$ cat src/rtl/pipe_ctrl_gen_pkg.sv
// Shared types and helpers for the pipeline stall/flush controller.
package pipe_ctrl_pkg;

  localparam int STATE_W        = 2;
  localparam int DEF_NUM_STAGES = 5;
  localparam int DEF_NUM_REQ    = 6;
  localparam int MAX_STAGES     = 32;

  typedef enum logic [STATE_W-1:0] {
    RUN         = 2'd0,
    FENCE_DRAIN = 2'd1,
    SLEEP       = 2'd2
  } ctrlStateT;

  // Thermometer code: bits 0..depth-1 set, never beyond stage count n.
  function automatic logic [MAX_STAGES-1:0] depth_to_therm(input int depth, input int n);
    logic [MAX_STAGES-1:0] therm;
    therm = '0;
    for (int i = 0; i < MAX_STAGES; i++) begin
      therm[i] = (i < depth) && (i < n);
    end
    return therm;
  endfunction

endpackage

$ cat src/rtl/pipe_ctrl_gen_arbiter.sv
// Max-reduces per-requester stall depths into a thermometer stall vector
// and a one-hot bubble marking the boundary just below the stalled region.
module stall_depth_arbiter
  import pipe_ctrl_pkg::*;
#(
  parameter int NUM_STAGES = DEF_NUM_STAGES,
  parameter int NUM_REQ    = DEF_NUM_REQ,
  parameter int DW         = $clog2(NUM_STAGES + 1)
) (
  input  logic [NUM_REQ-1:0]    req,
  input  logic [NUM_REQ*DW-1:0] depth,
  output logic [NUM_STAGES-1:0] stallVec,
  output logic [NUM_STAGES-2:0] bubble
);

  logic [DW-1:0] maskedDepth [NUM_REQ];
  int            maxDepth;

  genvar gi;
  generate
    for (gi = 0; gi < NUM_REQ; gi++) begin : genMask
      assign maskedDepth[gi] = req[gi] ? depth[gi*DW +: DW] : '0;
    end
  endgenerate

  // Largest active depth, clamped to the pipeline length, then encoded.
  always_comb begin
    maxDepth = 0;
    for (int i = 0; i < NUM_REQ; i++) begin
      if (int'(maskedDepth[i]) > maxDepth) maxDepth = int'(maskedDepth[i]);
    end
    if (maxDepth > NUM_STAGES) maxDepth = NUM_STAGES;
    stallVec = NUM_STAGES'(depth_to_therm(maxDepth, NUM_STAGES));
    // Bubble at boundary D-1; D=0 and D=NUM_STAGES never match an index.
    for (int k = 0; k < NUM_STAGES - 1; k++) begin
      bubble[k] = (maxDepth == k + 1);
    end
  end

endmodule

$ cat src/rtl/pipe_ctrl_gen.sv
// Pipeline stall/flush controller: requester merge, fence drain, WFI sleep,
// redirect flush hold and stall watchdog.
module pipe_ctrl_gen
  import pipe_ctrl_pkg::*;
#(
  parameter int NUM_STAGES     = DEF_NUM_STAGES,
  parameter int NUM_REQ        = DEF_NUM_REQ,
  parameter int DW             = $clog2(NUM_STAGES + 1),
  parameter int FENCE_DEPTH    = 2,
  parameter int REDIRECT_DEPTH = 2,
  parameter int REDIRECT_HOLD  = 1,
  parameter int TIMEOUT        = 1023
) (
  input  logic                  clk,
  input  logic                  rst,
  input  logic [NUM_REQ-1:0]    stall_req,
  input  logic [NUM_REQ*DW-1:0] stall_depth,
  input  logic                  branch_flag,
  input  logic                  excp_flag,
  input  logic                  split16_flag,
  input  logic                  fence_req,
  input  logic [NUM_STAGES-1:0] lsu_busy,
  input  logic                  wfi_req,
  input  logic                  wake_req,
  output logic [NUM_STAGES-1:0] stall,
  output logic [NUM_STAGES-2:0] flush,
  output logic                  sleeping,
  output logic                  stall_timeout
);

  localparam int HCW = (REDIRECT_HOLD > 1) ? $clog2(REDIRECT_HOLD) : 1;
  localparam int WDW = ($clog2(TIMEOUT + 1) > 10) ? $clog2(TIMEOUT + 1) : 10;
  localparam logic [HCW-1:0] HOLD_LOAD   = HCW'(REDIRECT_HOLD - 1);
  localparam logic [WDW-1:0] TIMEOUT_VAL = WDW'(TIMEOUT);

  ctrlStateT               stateReg;
  logic                    sleepingReg;
  logic [HCW-1:0]          holdCntReg;
  logic [WDW-1:0]          wdCntReg;

  logic                    busyAny;
  logic                    redirect;
  logic                    redirActive;
  logic                    wfiGo;
  logic                    fenceActive;
  logic [NUM_REQ:0]        arbReq;
  logic [(NUM_REQ+1)*DW-1:0] arbDepth;
  logic [NUM_STAGES-1:0]   arbStall;
  logic [NUM_STAGES-2:0]   arbBubble;
  logic [NUM_STAGES-2:0]   redirBits;
  logic [NUM_STAGES-2:0]   splitBits;

  assign busyAny     = |lsu_busy;
  assign redirect    = branch_flag | excp_flag;
  assign redirActive = redirect | (holdCntReg != '0);
  assign wfiGo       = wfi_req & ~wake_req;
  // The entry cycle already holds the fence so it cannot issue before draining.
  assign fenceActive = (stateReg == FENCE_DRAIN) |
                       ((stateReg == RUN) & fence_req & busyAny & ~wfiGo);

  // The fence drain is just one more requester with a fixed depth.
  assign arbReq   = {fenceActive, stall_req};
  assign arbDepth = {DW'(FENCE_DEPTH), stall_depth};

  stall_depth_arbiter #(
    .NUM_STAGES(NUM_STAGES),
    .NUM_REQ   (NUM_REQ + 1),
    .DW        (DW)
  ) uArbiter (
    .req     (arbReq),
    .depth   (arbDepth),
    .stallVec(arbStall),
    .bubble  (arbBubble)
  );

  // Control FSM; exceptions always return the core to RUN.
  always_ff @(posedge clk) begin
    if (rst) begin
      stateReg    <= RUN;
      sleepingReg <= 1'b0;
    end else if (excp_flag) begin
      stateReg    <= RUN;
      sleepingReg <= 1'b0;
    end else begin
      case (stateReg)
        RUN: begin
          if (wfiGo) begin
            stateReg    <= SLEEP;
            sleepingReg <= 1'b1;
          end else if (fence_req && busyAny) begin
            stateReg <= FENCE_DRAIN;
          end
        end
        FENCE_DRAIN: begin
          if (!busyAny) stateReg <= RUN;
        end
        SLEEP: begin
          if (wake_req) begin
            stateReg    <= RUN;
            sleepingReg <= 1'b0;
          end
        end
        default: begin
          stateReg    <= RUN;
          sleepingReg <= 1'b0;
        end
      endcase
    end
  end

  // Redirect flush hold counter; every new redirect reloads it.
  always_ff @(posedge clk) begin
    if (rst) begin
      holdCntReg <= '0;
    end else if (redirect) begin
      holdCntReg <= HOLD_LOAD;
    end else if (holdCntReg != '0) begin
      holdCntReg <= holdCntReg - 1'b1;
    end
  end

  // Stall/flush outputs: reset flushes everything, SLEEP freezes the pipe.
  always_comb begin
    for (int k = 0; k < NUM_STAGES - 1; k++) begin
      redirBits[k] = redirActive && (k < REDIRECT_DEPTH);
    end
    splitBits    = '0;
    splitBits[0] = split16_flag;
    if (rst) begin
      stall = '0;
      flush = '1;
    end else if (stateReg == SLEEP) begin
      stall = '1;
      flush = redirBits;
    end else begin
      stall = arbStall;
      flush = arbBubble | redirBits | splitBits;
    end
  end

  // Saturating stall watchdog; frozen while asleep, cleared when stage 0 moves.
  always_ff @(posedge clk) begin
    if (rst || !stall[0]) begin
      wdCntReg <= '0;
    end else if ((stateReg != SLEEP) && (wdCntReg != {WDW{1'b1}})) begin
      wdCntReg <= wdCntReg + 1'b1;
    end
  end

  assign sleeping      = sleepingReg & ~rst;
  assign stall_timeout = ~rst & (wdCntReg >= TIMEOUT_VAL);

endmodule

$ cat config.mk
export PLATFORM = sky130hd
export DESIGN_NAME = pipe_ctrl_gen
export DESIGN_NICKNAME = d
export VERILOG_FILES = /design/src/rtl/pipe_ctrl_gen_pkg.sv /design/src/rtl/pipe_ctrl_gen_arbiter.sv /design/src/rtl/pipe_ctrl_gen.sv
export SDC_FILE = /design/constraint.sdc
export NUM_CORES = 1
export LEC_CHECK = 0
export ABC_AREA = 1
export CAP_MARGIN = 20
export CORE_MARGIN = 10
export CORE_UTILIZATION = 40
export DETAILED_ROUTE_END_ITERATION = 6
export PLACE_DENSITY = 0.75
export SYNTH_ARGS = -nofsm -noshare
export SYNTH_HDL_FRONTEND = slang
export SYNTH_SLANG_ARGS = --single-unit
$ cat constraint.sdc
create_clock -name clk -period 15.6 [get_ports clk]
set_input_delay 2.34 -clock clk [delete_from_list [all_inputs] [get_ports clk]]
set_output_delay 2.34 -clock clk [all_outputs]
set_load 0.02 [all_outputs]
; ---- Word level (Yosys, flattened, before mapping)
; Cells that the tools add are included.
[word_totals]
ff_bits = 14
inputBits = 37
output_inout_bits = 11
elab_cells = 85
[op_classes]
muxes = 27
n_addsub = 2
magnitude_cmp = 14
bitwise = 16
n_eq_ne = 12
reduce_logical = 10
[op_table]
columns = op, n
row1 = $mux W32, 6
row2 = $gt A4 B32 Y1, 4
row3 = $eq A32 B3 Y1 const B, 2
row4 = $lt A3 B32 Y1 const A, 2
row5 = $eq A32 B2 Y1 const B, 1
row6 = $eq A32 B4 Y1 const B, 1
row7 = $gt A32 B4 Y1 const B, 1
row8 = $lt A1 B32 Y1 const A, 1
row9 = $lt A2 B32 Y1 const A, 1
row10 = $lt A4 B32 Y1 const A, 1
row11 = $mux W3, 8
row12 = $add A10 B1 Y10 const B, 1
row13 = $ge A10 B10 Y1 const B, 1
row14 = $mux W2, 5
row15 = $mux W5, 2
row16 = $ne A10 B10 Y1 const B, 1
row17 = $mux W4, 2
row18 = $ne A2 B2 Y1 const B, 4
row19 = $and A1 B1 Y1, 6
row20 = $gt A3 B3 Y1, 2
row21 = $pmux W2 S3, 1
row22 = $reduce_and A3 Y1, 2
row23 = $not A1 Y1, 5
row24 = $reduce_or A5 Y1, 1
row25 = other kinds (16), 20

; ---- Longest topological paths before layout
[logic_depth]
ltp_word = 22
ltp_mapped = 44
depth_no_buf = 44

; ---- Hierarchy
; Synthesis repeated with hierarchy kept, for this count alone.
[hier_totals]
hier_cells = 305
area_unflattened_um2 = 1789.2
[modules_own_cells]
columns = mod, instances, cells_per_inst, seq_area_each_um2, area_each_um2
row1 = stall_depth_arbiter, 1, 164, 0.0, 904.6
row2 = pipe_ctrl_gen, 1, 141, 280.3, 884.6

; ---- Worst setup path before layout
; Ideal clock, no wire load.
[synth_timing]
path_type = in2out
start = in stall_req[1]
end = out stall[2]
n_path_buf = 0
required_time_ps = 13260
arrival_ps = 7116
stages = 40
path_slack_ps = 6144
cell_sequence = nand2_1 > inv_1 > ha_1 > a21oi_2 > nand2_2 > nor2_1 > a21oi_1 > ha_1 > a21oi_2 > o21ai_4 > nor2_1 > a21oi_1 > ha_1 > inv_1 > a21oi_1 > o21ai_1 > nand2_1 > inv_1 > [4 not listed] > o21ai_0 > nand2_1 > inv_1 > nand2_1 > and2_1 > ha_1 > nand3_1 > nand2_1 > inv_1 > nand2_1 > nand2_2 > ha_1 > nand3_2 > nand2_1 > nand2_2 > nand2_1 > nor2_1 > nor2_1
[synth_between]
elab_chain_len = 18
[synth_lines]
columns = item, line_no
row1 = "start, declared", pipe_ctrl_gen.sv:16  ; input logic [NUM_REQ-1:0] stall_req,
row2 = $mux W3 (*), pipe_ctrl_gen_arbiter.sv:22  ; assign maskedDepth[gi] = req[gi] ? depth[gi*DW +: DW] : '0;
row3 = $gt A3 B3 Y1, pipe_ctrl_gen_arbiter.sv:30  ; if (int'(maskedDepth[i]) > maxDepth) maxDepth = int'(maskedDepth[i]);
row4 = $mux W3 (*), pipe_ctrl_gen_arbiter.sv:30
row5 = $gt A3 B3 Y1, pipe_ctrl_gen_arbiter.sv:30
row6 = $mux W32 (*), pipe_ctrl_gen_arbiter.sv:30
row7 = $gt A4 B32 Y1, pipe_ctrl_gen_arbiter.sv:30
row8 = $mux W32 (*), pipe_ctrl_gen_arbiter.sv:30
row9 = $gt A4 B32 Y1, pipe_ctrl_gen_arbiter.sv:30
row10 = [2 not listed], --
row11 = $mux W32 (*), pipe_ctrl_gen_arbiter.sv:30
row12 = $gt A4 B32 Y1, pipe_ctrl_gen_arbiter.sv:30
row13 = $mux W32 (*), pipe_ctrl_gen_arbiter.sv:30
row14 = $gt A32 B4 Y1, pipe_ctrl_gen_arbiter.sv:32  ; if (maxDepth > NUM_STAGES) maxDepth = NUM_STAGES;
row15 = $mux W32 (*), pipe_ctrl_gen_arbiter.sv:32
row16 = $lt A3 B32 Y1 (*), pipe_ctrl_gen_pkg.sv:20  ; therm[i] = (i < depth) && (i < n);
row17 = $mux W5 (*), pipe_ctrl_gen.sv:132  ; end else if (stateReg == SLEEP) begin
row18 = $mux W5 (*), pipe_ctrl_gen.sv:129  ; if (rst) begin
row19 = "end, declared", pipe_ctrl_gen.sv:25  ; output logic [NUM_STAGES-1:0] stall,
; Mark *: on every way between the ends. The rest lies on a longest branch, timed or not.

; ---- Worst setup path in the final report
[layout_timing]
start = in stall_req[0]
end = out stall[0]
[layout_between]
elab_chain_len = 20
[layout_lines]
columns = item, line_no
row1 = $mux W3 (*), pipe_ctrl_gen_arbiter.sv:22
row2 = $gt A3 B1 Y1, pipe_ctrl_gen_arbiter.sv:30
row3 = $mux W3 (*), pipe_ctrl_gen_arbiter.sv:30
row4 = $gt A3 B3 Y1, pipe_ctrl_gen_arbiter.sv:30
row5 = $mux W3 (*), pipe_ctrl_gen_arbiter.sv:30
row6 = $gt A3 B3 Y1, pipe_ctrl_gen_arbiter.sv:30
row7 = $mux W32 (*), pipe_ctrl_gen_arbiter.sv:30
row8 = $gt A4 B32 Y1, pipe_ctrl_gen_arbiter.sv:30
row9 = [4 not listed], --
row10 = $mux W32 (*), pipe_ctrl_gen_arbiter.sv:30
row11 = $gt A4 B32 Y1, pipe_ctrl_gen_arbiter.sv:30
row12 = $mux W32 (*), pipe_ctrl_gen_arbiter.sv:30
row13 = $gt A32 B4 Y1, pipe_ctrl_gen_arbiter.sv:32
row14 = $mux W32 (*), pipe_ctrl_gen_arbiter.sv:32
row15 = $lt A1 B32 Y1 (*), pipe_ctrl_gen_pkg.sv:20
row16 = $mux W5 (*), pipe_ctrl_gen.sv:132
row17 = $mux W5 (*), pipe_ctrl_gen.sv:129
; Marked as above.

==> out/metrics.cfg <==
[status]
status=finished, final reports clean

[timing]
rsz0062_at_grt=false
hold_violations=0
finalCriticalPeriod_ns=10.93
max_slew_margin=0.626
fin_hold_ws_ns=0.481
period_share=0.701
setup_ws_ns=4.67
fmax_mhz=91.5
tightest_slew_ns=0.559
finalClockSkew_ns=0.00215
slew_violations=0
setup_viol=0
tns_ns=0

[power_and_ir_drop]
p_leak_nw=1.08
intPower_w=0.000127
combPwrFrac=0.675
total_power_w=0.000243
p_per_area_nw_per_um2=112
clock_power_share=0.145
ir_drop_uv=51.5
p_sw_frac=0.476
p_switching_w=0.000116
seqPwrFrac=0.179

[cells_and_area]
stdcell_area_um2=2160
syn2layout_area_growth_pct=35.2
fin_nets=353
diodes=0
num-fill-cells=374
final_layout_size_suffix_gt1_frac=0.115

[clock_network]
clock_sinks=14
cts_buffers=3
clock_path_buffers=2
cts-root-buf=clkbuf_8
cts_tree=yes
cts_resized=0
cts_hold_buf=0
cts_setup_buffers=0
cts.clk_slew.worst_paths_ns=0.06
clk_latency_ns=0.24
htreeDepth=1

[floorplanning]
num_rows=22
dieArea_um2=6930
ios=48
initial_core_util=0.424
dieHeight_um=83.3
die_w_um=83.3
core_um2=3770

[route]
drtPass1Iterations=4
drt_drc_violations_left=0
wl_per_cell_um=10.7
wirelength_um=3660
vias=1588
drt_iter0_drc=57
vias_per_cell=4.63
ant_nets=0

[synthesis]
synth_edf_count=0
synth_cell_types=23
ys_seq_elements=14
syn_nets=303
synth-seq-area-share=0.175
async_reset_ff_frac=0
synthTopCellsByCount=nand2_1 (66), inv_1 (39), nand3_1 (24)
yosysTopAreaCellShare=0.175
synth_area_per_cell_um2=6.51
yosysTopAreaCell=dfxtp_1
yosys-top-cells-area=dfxtp_1 (18%), ha_1 (16%), nand2_1 (15%), inv_1 (9.1%), nand3_1 (7.5%)
syn_inst=246
yosysMostFrequentCell=nand2_1
ys.flop_type=dfxtp_1
syn_area_um2=1600
ys_warn_count=0

[worst_setup_path]
r2r-start=wdCntReg[0]$_SDFFE_PP0P_
crit_start=stall_req[0]
arrival_ns=8.59
critical_path_buf_inv_count=5
path_delay_family=simple AND/OR/NAND/NOR gates
critPathMaxFanout=11
cpPeakStageDelay_ns=0.62
worstRegToRegCells=11
crit_path_start_kind=input port
worst-path-stages=39
path_class=input port to output port
crit_slowest_cell=clkdlybuf4s50_1
worst_setup_path_end_kind=output port
crit_top_cell=nand2_1
crit_required_ns=13.26
reg2reg_setup_slack_ns=13.69

[grt]
grt_max_degree=12
overflow=0
grt_pass1_wl_um=6360
grt_pass1_vias=1588
antenna_found_initial=0
grt_use_total=0.102

[place]
placed_cell_area_um2=2110
pre_cts_slack_ns=4.64
hpwl_um=3190
gp_congestion=0.811
io_buffers=47

[worst_hold_path]
hold_depth=2
hold_path.class=flip-flop to flip-flop
hp-start=sleepingReg$_SDFFE_PP0P_

[run]
drv_cap=0

[flip-flops by register name, indices dropped and copies added, names as in the netlist]
signal,cells
stateReg,2
holdCntReg,1
sleepingReg,1
wdCntReg,10
[worst reg2reg max path, stage by stage, from the launching register on]
cell and delay [ns]:
dfxtp_1 0.35, ha_1 0.24, nand3_1 0.08, nor2_1 0.06, nand3_1 0.09, nand2_1 0.14
inv_1 0.11, nand4_1 0.16, nor3_2 0.22, nand3_1 0.12, xor2_1 0.18, a21oi_2 0.04
[cell families (layout without fill, tap and decap cells)]
| kind of cell | count (synthesis) | count (layout) | share of synthesized area |
|---|---|---|---|
| AND/OR/NAND/NOR | 131 | 131 | 0.379 |
| buffers and inverters | 41 | 90 | 0.106 |
| AO/OA/AOI/OAI | 29 | 29 | 0.126 |
| adder cells (fa/ha/maj) | 20 | 20 | 0.156 |
| flip-flops | 14 | 14 | 0.175 |
| XOR/XNOR | 9 | 9 | 0.0493 |
| other | 1 | 1 | 0.00234 |
| multiplexers | 1 | 1 | 0.00626 |
[placed cells by master, fill, tap and decap left out]
| cell type | netlist | routed |
|---|---|---|
| nor2_1 | 16 | 16 |
| nand3_1 | 24 | 24 |
| o21ai_4 | 1 | 1 |
| dfxtp_1 | 14 | 14 |
| clkbuf_8 | 0 | 4 |
| clkdlybuf4s50_1 | 0 | 47 |
| nand3_2 | 6 | 6 |
| conb_1 | 1 | 1 |
| a21oi_2 | 11 | 11 |
| a21oi_1 | 10 | 10 |
| ha_1 | 20 | 20 |
| nand2_1 | 66 | 66 |
| xnor2_1 | 2 | 2 |
| xor2_1 | 7 | 7 |
| o21ai_1 | 3 | 3 |
| nor3_1 | 3 | 3 |
| o21ai_2 | 1 | 1 |
| nand4_1 | 3 | 3 |
| o21ai_0 | 3 | 3 |
| mux2i_1 | 1 | 1 |
| nand2_2 | 10 | 10 |
| nor3_2 | 1 | 1 |
| inv_1 | 39 | 39 |
| and2_1 | 2 | 2 |
[per-layer routing]
metal,share of wire,wire [um],up-vias,global-route usage
met5,0,0,-,0
met4,0.0060,22,0,0.0323
met3,0.057,210,2,0.0283
met2,0.45,1640,35,0.179
met1,0.49,1780,666,0.114
li1,-,-,885,-
[layout make-up]
class	instances	area (um^2)	share of cell area
clock buffer	4	55.1	0.0254
multi-input combinational	191	1150	0.532
tap	48	60.1	0.0278
timing repair buffer	47	470	0.217
sequential	14	280	0.130
inverter	39	146	0.0677
[path summary, 6_finish.rpt]
kind / to
max reg2reg: wdCntReg[9]$_SDFFE_PP0P_
min reg2reg: sleepingReg$_SDFFE_PP0P_
max: stall[0]
min: sleepingReg$_SDFFE_PP0P_
[through the flow]
step | instances | util
after CTS | 343 | 0.574
after detailed placement | 339 | 0.559
after floorplan | 246 | -
after global routing | 343 | 0.574
final | 343 | 0.574
after global placement | 339 | 0.559
[power groups by stage]
stage	logic, W	registers [W]	clock network [W]
final	0.000164	0.0000436	0.0000353
after floorplan	0.000126	0.0000432	0
after global routing	0.000185	0.0000441	0.0000378
after CTS	0.000165	0.0000432	0.0000361
after global placement	0.000161	0.0000437	0
after detailed placement	0.000165	0.0000439	0
Note: power is estimated with default switching activity, not from simulation.
